<file path="config.mk">
export PLATFORM = sky130hd
export DESIGN_NAME = dbg_log_arb_flat
export DESIGN_NICKNAME = d
export VERILOG_FILES = /design/src/rtl/dbg_log_arb_pkg.sv /design/src/rtl/dbg_log_arb_if.sv /design/src/rtl/dbg_log_arb_skid2.sv /design/src/rtl/dbg_log_arb.sv /design/src/flat_wrapper.sv
export SDC_FILE = /design/constraint.sdc
export NUM_CORES = 1
export LEC_CHECK = 0
export BUFFER_PORTS_ARGS = -buffer_cell sky130_fd_sc_hd__buf_2
export CORE_MARGIN = 1
export CORE_UTILIZATION = 35
export CTS_BUF_LIST = sky130_fd_sc_hd__clkbuf_4
export CTS_CLUSTER_SIZE = 10
export DETAILED_ROUTE_END_ITERATION = 8
export GPL_TIMING_DRIVEN = 0
export PLACE_DENSITY = 0.6
export SLEW_MARGIN = 5
export SYNTH_ARGS = -nofsm -noshare
export SYNTH_HDL_FRONTEND = slang
export SYNTH_SLANG_ARGS = --single-unit
</file>
<file path="constraint.sdc">
create_clock -name clk -period 4.5 [get_ports clk]
set_clock_uncertainty 0.05 [all_clocks]
set_input_delay 1.35 -clock clk [delete_from_list [all_inputs] [get_ports clk]]
set_output_delay 1.35 -clock clk [all_outputs]
set_load 0.03 [all_outputs]
</file>
<file path="src/rtl/dbg_log_arb_pkg.sv">
// Shared definitions for the debug log arbiter: FSM state encoding and
// width helpers used to size the grant index and the flit counter.
package dbg_log_arb_pkg;

    typedef enum logic {
        IDLE   = 1'b0,
        LOCKED = 1'b1
    } arb_state_e;

    // Ceiling log2 with a fixed iteration bound so it stays synthesizable.
    function automatic int unsigned dbg_clog2(input int unsigned value);
        int unsigned v;
        int unsigned r;
        v = (value > 32'd0) ? (value - 32'd1) : 32'd0;
        r = 32'd0;
        for (int i = 0; i < 32; i++) begin
            if (v > 32'd0) begin
                r = r + 32'd1;
                v = v >> 1;
            end else begin
                r = r;
            end
        end
        return r;
    endfunction

    // Index width that is never zero, even for a single source.
    function automatic int unsigned dbg_sel_width(input int unsigned n);
        return (n > 32'd1) ? dbg_clog2(n) : 32'd1;
    endfunction

endpackage

</file>
<file path="src/rtl/dbg_log_arb_if.sv">
// Bundle of the merged log streams: N packed AXI Stream inputs and one
// AXI Stream output carrying the source index on TDEST.
// master = the side that owns the input streams and the output sink,
// slave  = the arbiter itself.
interface dbg_log_arb_if
    import dbg_log_arb_pkg::*;
#(
    parameter int N_INPUTS   = 3,
    parameter int DATA_WIDTH = 32,
    parameter int SEL_WIDTH  = int'(dbg_sel_width(N_INPUTS))
);
    logic [N_INPUTS*DATA_WIDTH-1:0] in_TDATA;
    logic [N_INPUTS-1:0]            in_TVALID;
    logic [N_INPUTS-1:0]            in_TREADY;
    logic [N_INPUTS-1:0]            in_TLAST;
    logic [DATA_WIDTH-1:0]          out_TDATA;
    logic                           out_TVALID;
    logic                           out_TREADY;
    logic                           out_TLAST;
    logic [SEL_WIDTH-1:0]           out_TDEST;

    modport master (
        output in_TDATA, in_TVALID, in_TLAST, out_TREADY,
        input  in_TREADY, out_TDATA, out_TVALID, out_TLAST, out_TDEST
    );

    modport slave (
        input  in_TDATA, in_TVALID, in_TLAST, out_TREADY,
        output in_TREADY, out_TDATA, out_TVALID, out_TLAST, out_TDEST
    );
endinterface

</file>
<file path="src/rtl/dbg_log_arb_skid2.sv">
// Generic 2-entry registered skid buffer. in_ready and every output come
// straight from flops; an empty buffer passes a word through in one cycle
// and sustains one word per cycle while out_ready stays high.
module axis_skid2 #(
    parameter int WIDTH = 8
) (
    input  logic             clk,
    input  logic             rst,
    input  logic             in_valid,
    output logic             in_ready,
    input  logic [WIDTH-1:0] in_data,
    output logic             out_valid,
    input  logic             out_ready,
    output logic [WIDTH-1:0] out_data
);
    logic             out_valid_q, out_valid_d;
    logic [WIDTH-1:0] out_data_q, out_data_d;
    logic             skid_valid_q, skid_valid_d;
    logic [WIDTH-1:0] skid_data_q, skid_data_d;
    logic             in_ready_q, in_ready_d;
    logic             in_fire_s;
    logic             out_free_s;

    // Next-state: refill the output register from the skid slot first, else
    // from the input; park an input word in the skid slot while stalled.
    always_comb begin
        out_valid_d  = out_valid_q;
        out_data_d   = out_data_q;
        skid_valid_d = skid_valid_q;
        skid_data_d  = skid_data_q;
        in_fire_s    = in_valid & in_ready_q;
        out_free_s   = ~out_valid_q | out_ready;
        if (out_free_s) begin
            if (skid_valid_q) begin
                // in_ready_q is low whenever the skid slot is full, so no
                // input word can arrive in this branch.
                out_valid_d  = 1'b1;
                out_data_d   = skid_data_q;
                skid_valid_d = 1'b0;
            end else if (in_fire_s) begin
                out_valid_d = 1'b1;
                out_data_d  = in_data;
            end else begin
                out_valid_d = 1'b0;
            end
        end else if (in_fire_s) begin
            skid_valid_d = 1'b1;
            skid_data_d  = in_data;
        end else begin
            skid_valid_d = skid_valid_q;
        end
        in_ready_d = ~skid_valid_d;
    end

    // State registers; reset empties both slots and opens the input.
    always_ff @(posedge clk) begin
        if (rst) begin
            out_valid_q  <= 1'b0;
            out_data_q   <= '0;
            skid_valid_q <= 1'b0;
            skid_data_q  <= '0;
            in_ready_q   <= 1'b1;
        end else begin
            out_valid_q  <= out_valid_d;
            out_data_q   <= out_data_d;
            skid_valid_q <= skid_valid_d;
            skid_data_q  <= skid_data_d;
            in_ready_q   <= in_ready_d;
        end
    end

    assign in_ready  = in_ready_q;
    assign out_valid = out_valid_q;
    assign out_data  = out_data_q;

endmodule

</file>
<file path="src/rtl/dbg_log_arb.sv">
// Packet-aware round-robin merge of the per-governor log streams into one
// AXI Stream. The source index travels on TDEST; a length guard cuts
// packets at MAX_PKT flits so one source cannot hold the grant forever.
module dbg_log_arb
    import dbg_log_arb_pkg::*;
#(
    parameter int N_INPUTS   = 3,
    parameter int DATA_WIDTH = 32,
    parameter int MAX_PKT    = 256
) (
    input logic          clk,
    input logic          rst,
    dbg_log_arb_if.slave bus
);
    localparam int SEL_WIDTH = int'(dbg_sel_width(N_INPUTS));
    localparam int CNT_W     = int'(dbg_sel_width(MAX_PKT + 1));
    localparam int PAY_W     = DATA_WIDTH + 1 + SEL_WIDTH;
    localparam bit GUARD_EN  = (MAX_PKT != 0);
    localparam logic [CNT_W-1:0] CNT_LAST = CNT_W'((MAX_PKT > 0) ? (MAX_PKT - 1) : 0);

    arb_state_e            state_q, state_d;
    logic [SEL_WIDTH-1:0]  grant_q, grant_d;
    logic [SEL_WIDTH-1:0]  last_grant_q, last_grant_d;
    logic [CNT_W-1:0]      cnt_q, cnt_d;

    logic [N_INPUTS-1:0]   in_ready_s;
    logic                  push_valid_s;
    logic                  push_last_s;
    logic [DATA_WIDTH-1:0] push_data_s;
    logic                  guard_hit_s;
    logic                  skid_in_ready_s;
    logic [PAY_W-1:0]      push_payload_s;
    logic                  skid_out_valid_s;
    logic [PAY_W-1:0]      skid_out_payload_s;

    // First valid source after 'last', wrapping modulo N_INPUTS, so the
    // previous owner is considered last.
    function automatic logic [SEL_WIDTH-1:0] rr_pick(
        input logic [N_INPUTS-1:0]  valid,
        input logic [SEL_WIDTH-1:0] last
    );
        logic [SEL_WIDTH-1:0] pick;
        logic                 found;
        int                   idx;
        pick  = '0;
        found = 1'b0;
        for (int i = 1; i <= N_INPUTS; i++) begin
            idx = (int'(last) + i) % N_INPUTS;
            if (!found && valid[idx]) begin
                pick  = SEL_WIDTH'(idx);
                found = 1'b1;
            end else begin
                pick = pick;
            end
        end
        return pick;
    endfunction

    // Arbitration FSM: pick a source in IDLE (one bubble), then forward its
    // flits until TLAST or the length guard releases the grant.
    always_comb begin
        state_d      = state_q;
        grant_d      = grant_q;
        last_grant_d = last_grant_q;
        cnt_d        = cnt_q;
        in_ready_s   = '0;
        push_valid_s = 1'b0;
        push_data_s  = '0;
        guard_hit_s  = GUARD_EN && (cnt_q == CNT_LAST);
        push_last_s  = 1'b0;
        case (state_q)
            IDLE: begin
                if (|bus.in_TVALID) begin
                    grant_d = rr_pick(bus.in_TVALID, last_grant_q);
                    cnt_d   = '0;
                    state_d = LOCKED;
                end else begin
                    state_d = IDLE;
                end
            end
            LOCKED: begin
                in_ready_s[grant_q] = skid_in_ready_s;
                push_data_s  = bus.in_TDATA[int'(grant_q)*DATA_WIDTH +: DATA_WIDTH];
                push_last_s  = bus.in_TLAST[grant_q] | guard_hit_s;
                push_valid_s = bus.in_TVALID[grant_q] & skid_in_ready_s;
                if (push_valid_s) begin
                    cnt_d = cnt_q + CNT_W'(1);
                    if (push_last_s) begin
                        // A forced cut releases the grant just like TLAST;
                        // the rest of the packet competes afresh.
                        last_grant_d = grant_q;
                        state_d      = IDLE;
                    end else begin
                        state_d = LOCKED;
                    end
                end else begin
                    // A locked source that drops valid simply stalls here.
                    state_d = LOCKED;
                end
            end
            default: begin
                state_d = IDLE;
            end
        endcase
    end

    // Arbiter state registers; after reset input 0 has first priority.
    always_ff @(posedge clk) begin
        if (rst) begin
            state_q      <= IDLE;
            grant_q      <= '0;
            last_grant_q <= SEL_WIDTH'(N_INPUTS - 1);
            cnt_q        <= '0;
        end else begin
            state_q      <= state_d;
            grant_q      <= grant_d;
            last_grant_q <= last_grant_d;
            cnt_q        <= cnt_d;
        end
    end

    assign push_payload_s = {push_data_s, push_last_s, grant_q};

    axis_skid2 #(
        .WIDTH(PAY_W)
    ) u_skid (
        .clk      (clk),
        .rst      (rst),
        .in_valid (push_valid_s),
        .in_ready (skid_in_ready_s),
        .in_data  (push_payload_s),
        .out_valid(skid_out_valid_s),
        .out_ready(bus.out_TREADY),
        .out_data (skid_out_payload_s)
    );

    assign bus.in_TREADY  = in_ready_s;
    assign bus.out_TVALID = skid_out_valid_s;
    assign bus.out_TDATA  = skid_out_payload_s[PAY_W-1 -: DATA_WIDTH];
    assign bus.out_TLAST  = skid_out_payload_s[SEL_WIDTH];
    assign bus.out_TDEST  = skid_out_payload_s[SEL_WIDTH-1:0];

endmodule

</file>
<file path="src/flat_wrapper.sv">
// flat-port wrapper written by rule: the top's interface ports become plain ports
module dbg_log_arb_flat import dbg_log_arb_pkg::*;
#(
    parameter int N_INPUTS   = 3,
    parameter int DATA_WIDTH = 32,
    parameter int MAX_PKT    = 256
)
  (clk, rst, bus_in_TDATA, bus_in_TVALID, bus_in_TLAST, bus_out_TREADY, bus_in_TREADY, bus_out_TDATA, bus_out_TVALID, bus_out_TLAST, bus_out_TDEST);
  dbg_log_arb_if #(.N_INPUTS(N_INPUTS), .DATA_WIDTH(DATA_WIDTH), .SEL_WIDTH((2))) bus_i ();
  input logic clk;
  input logic rst;
  input wire logic [$bits(bus_i.in_TDATA)-1:0] bus_in_TDATA;
  input wire logic [$bits(bus_i.in_TVALID)-1:0] bus_in_TVALID;
  input wire logic [$bits(bus_i.in_TLAST)-1:0] bus_in_TLAST;
  input wire logic [$bits(bus_i.out_TREADY)-1:0] bus_out_TREADY;
  output wire logic [$bits(bus_i.in_TREADY)-1:0] bus_in_TREADY;
  output wire logic [$bits(bus_i.out_TDATA)-1:0] bus_out_TDATA;
  output wire logic [$bits(bus_i.out_TVALID)-1:0] bus_out_TVALID;
  output wire logic [$bits(bus_i.out_TLAST)-1:0] bus_out_TLAST;
  output wire logic [$bits(bus_i.out_TDEST)-1:0] bus_out_TDEST;
  assign bus_i.in_TDATA = bus_in_TDATA;
  assign bus_i.in_TVALID = bus_in_TVALID;
  assign bus_i.in_TLAST = bus_in_TLAST;
  assign bus_i.out_TREADY = bus_out_TREADY;
  assign bus_in_TREADY = bus_i.in_TREADY;
  assign bus_out_TDATA = bus_i.out_TDATA;
  assign bus_out_TVALID = bus_i.out_TVALID;
  assign bus_out_TLAST = bus_i.out_TLAST;
  assign bus_out_TDEST = bus_i.out_TDEST;
  dbg_log_arb #(.N_INPUTS(N_INPUTS), .DATA_WIDTH(DATA_WIDTH), .MAX_PKT(MAX_PKT)) u_core (.clk(clk), .rst(rst), .bus(bus_i));
endmodule
</file>
==> results.sh <==
export IMPL_start_util_pct=35.8
export IMPL_routabilityCongestion=0.834
export IMPL_ir_worst_vdd_v=0.000204
export IMPL_rows=43
export IMPL_finalNetCount=834
export IMPL_drive_above_1_share_pct=25.4
export IMPL_critPathRequiredTime_ps=3100
export IMPL_first_pass_iters=4
export IMPL_die_w_um=121
export IMPL_synth_seq_area_share_pct=35.1
export IMPL_die_h_um=121
export IMPL_via_per_inst=5.48
export IMPL_vias=4985
export IMPL_track_usage_pct=21.1
export IMPL_start_kind="register"
export IMPL_synth_avg_cell_area_um2=8.70
export IMPL_placed_area_um2=5900
export IMPL_fin_area_um2=6060
export IMPL_synthToLayoutAreaGrowth_pct=22.0
export IMPL_finalPower_mw=1.81
export IMPL_fin_setup_tns_ps=0
export IMPL_slew_viol_final=0
export IMPL_critPathKind="reg2out"
export IMPL_dp_hpwl_mm=11.2
export IMPL_synth_cell_area_um2=4970
export IMPL_core_area_um2=13900
export IMPL_ys_types=48
export IMPL_ys_top_cells_by_area="dfxtp_1 35%, mux2i_1 15%, nand2_1 6.2%"
export IMPL_clk_pin_slew_ps=150
export IMPL_hp_class="reg2reg"
export IMPL_rsz0062_at_grt="false"
export IMPL_wl_per_cell_um=16.8
export IMPL_swShare_pct=33.5
export IMPL_nFillCells=1414
export IMPL_yosysTopAreaCell="dfxtp_1"
export IMPL_synth_most_common_cell="dfxtp_1"
export IMPL_power_frac_seq_pct=46.3
export IMPL_grt_max_degree=15
export IMPL_p_comb_share_pct=25.9
export IMPL_synthArstFlopShare_pct=0
export IMPL_fin_crit_ps=3680
export IMPL_powerDensity_nw_per_um2=300
export IMPL_synth_edf_count=0
export IMPL_dr_first_iter_drc_count=301
export IMPL_post_cts_buffers=0
export IMPL_yosys_warnings=0
export IMPL_syn_nets=681
export IMPL_power_internal_mw=1.21
export IMPL_cts_buffer_depth=2
export IMPL_cts_buffers_inserted=9
export IMPL_root_buffer="clkbuf_4"
export IMPL_pwr_share_clk_pct=27.8
export IMPL_outcome="completed"
export IMPL_drt_total_wl_mm=15.2
export IMPL_portBuffers=142
export IMPL_synth_common_cells="87 x dfxtp_1, 82 x nand2_1, 73 x mux2i_1"
export IMPL_first_global_vias=4846
export IMPL_antenna_found_initial=1
export IMPL_synth_flop_cell="dfxtp_1"
export IMPL_grt_overflow=0
export IMPL_max_freq_mhz=272
export IMPL_setup_viol=0
export IMPL_cts_max_level=3
export IMPL_io_pin_count=144
export IMPL_tightest_slew_ps=748
export IMPL_total_leakage_power_nw=2.30
export IMPL_ff2ff_path_depth=6
export IMPL_synth_seq_cells=87
export IMPL_ctsHoldBuffers=0
export IMPL_postRouteAntennaNets=0
export IMPL_drc=0
export IMPL_dieArea_um2=14700
export IMPL_synth_top_area_share_pct=35.1
export IMPL_max_slew_margin_rel_pct=50.0
export IMPL_cts_resized=0
export IMPL_regArea_um2=1740
export IMPL_switchingPower_uw=607
export IMPL_timing_final_crit_share_pct=81.7
export IMPL_multiInputGateArea_um2=2900
export IMPL_grt_pass1_wl_mm=23.9
export IMPL_path_max_fanout=10
export IMPL_endpoint_kind="primary output"
export IMPL_cts_tree="yes"
export IMPL_finalHoldViolCount=0
export IMPL_hold_depth=2
export IMPL_maxCapViolCount=0
export IMPL_crit_arrival_ps=2280
export IMPL_syn_inst=571
export IMPL_clock_sinks=87
export IMPL_clk_latency_ps=440
-- final cells by class --
type / count / area share (%)
diodes: 1 / 0.0413
plain buffers: 63 / 4.94
clock buffers: 9 / 1.12
clock inverters: 6 / 1.40
inverters: 7 / 0.434
multi-input cells: 414 / 47.9
flip-flops and latches: 87 / 28.8
well taps: 180 / 3.72
repair buffers: 142 / 11.7
-- per-layer routing --
layer  vias up  wire length, um  track usage, %
met3        18              738            4.28
met5         -                0               0
met1      2375             6840            26.3
met2       135             7440            36.3
met4         0              226            6.56
li1       2457                -               -
-- flip-flops by register name, summed over array words and instances (netlist names) --
signal	cells
u_core.u_skid.out_data	35
u_core.last_grant_q	2
u_core.state_q	1
u_core.grant_q	2
u_core.cnt_q	9
u_core.u_skid.skid_valid_q	1
u_core.u_skid.skid_data_q	35
u_core.u_skid.out_valid	1
u_core.u_skid.in_ready	1
-- worst max-delay path, stage by stage, from the launching register on --
cell	delay, ps
dfxtp_1	480
nor2b_1	160
clkbuf_1	320
clkbuf_1	470
nor2b_1	190
buf_2	200
-- final timing paths --
| kind | startpoint | endpoint | slack (ps) |
|---|---|---|---|
| setup / recovery | u_core.grant_q[0]$_SDFFE_PP0P_ | bus_in_TREADY[1] | 820 |
| hold / removal | u_core.u_skid.skid_data_q[9]$_SDFFE_PP0P_ | u_core.u_skid.skid_data_q[9]$_SDFFE_PP0P_ | 420 |
| setup reg to reg | u_core.grant_q[1]$_SDFFE_PP0P_ | u_core.u_skid.out_data[12]$_SDFFE_PP0P_ | 2200 |
| hold reg to reg | u_core.u_skid.skid_data_q[9]$_SDFFE_PP0P_ | u_core.u_skid.skid_data_q[9]$_SDFFE_PP0P_ | 420 |
-- metrics by stage --
step                      setup WS [ps]  hold WS [ps]  util, %  instances
after global routing                674           437     43.6        909
after floorplan                    1400           384        -        571
final                               824           419     43.6        909
after global placement             1310           394     42.5        893
after detailed placement           1260           398     42.5        893
after CTS                           799           420     43.6        908
-- kinds of logic (layout without fill, tap and decap cells) --
logic type      count (synthesis)  count (layout)  synth area share (%)
compound gates                143             143                  22.2
flops                          87              87                  35.1
buf+inv                        70             227                  6.55
mux                            75              75                  15.2
fa+ha+maj                       5               5                  1.26
simple gates                  191             191                  19.8
other cells                     0               1                     0
-- power groups by stage --
stage	logic [mW]	registers [mW]	clock network, mW
detailed placement	0.469	0.858	0
global route	0.510	0.845	0.540
CTS	0.471	0.840	0.509
floorplan	0.239	0.923	0
finish	0.471	0.840	0.504
global placement	0.459	0.857	0
-- cell usage in the layout, fill, tap and decap left out, types with 3 or more instances in the layout --
master,count
or3_1,3
clkbuf_1,42
nand2b_1,7
clkbuf_4,9
a2111o_1,3
nand3_1,39
o21ai_0,7
a21oi_1,11
nand3b_1,34
dfxtp_1,87
nor2_1,8
buf_2,156
nor3_1,3
a31oi_1,33
nand2_1,82
ha_1,5
o2bb2ai_1,32
inv_1,6
nor2b_1,4
o41ai_1,33
a211oi_1,5
buf_6,6
mux2i_1,73
Power figures use the tool's default switching activity.
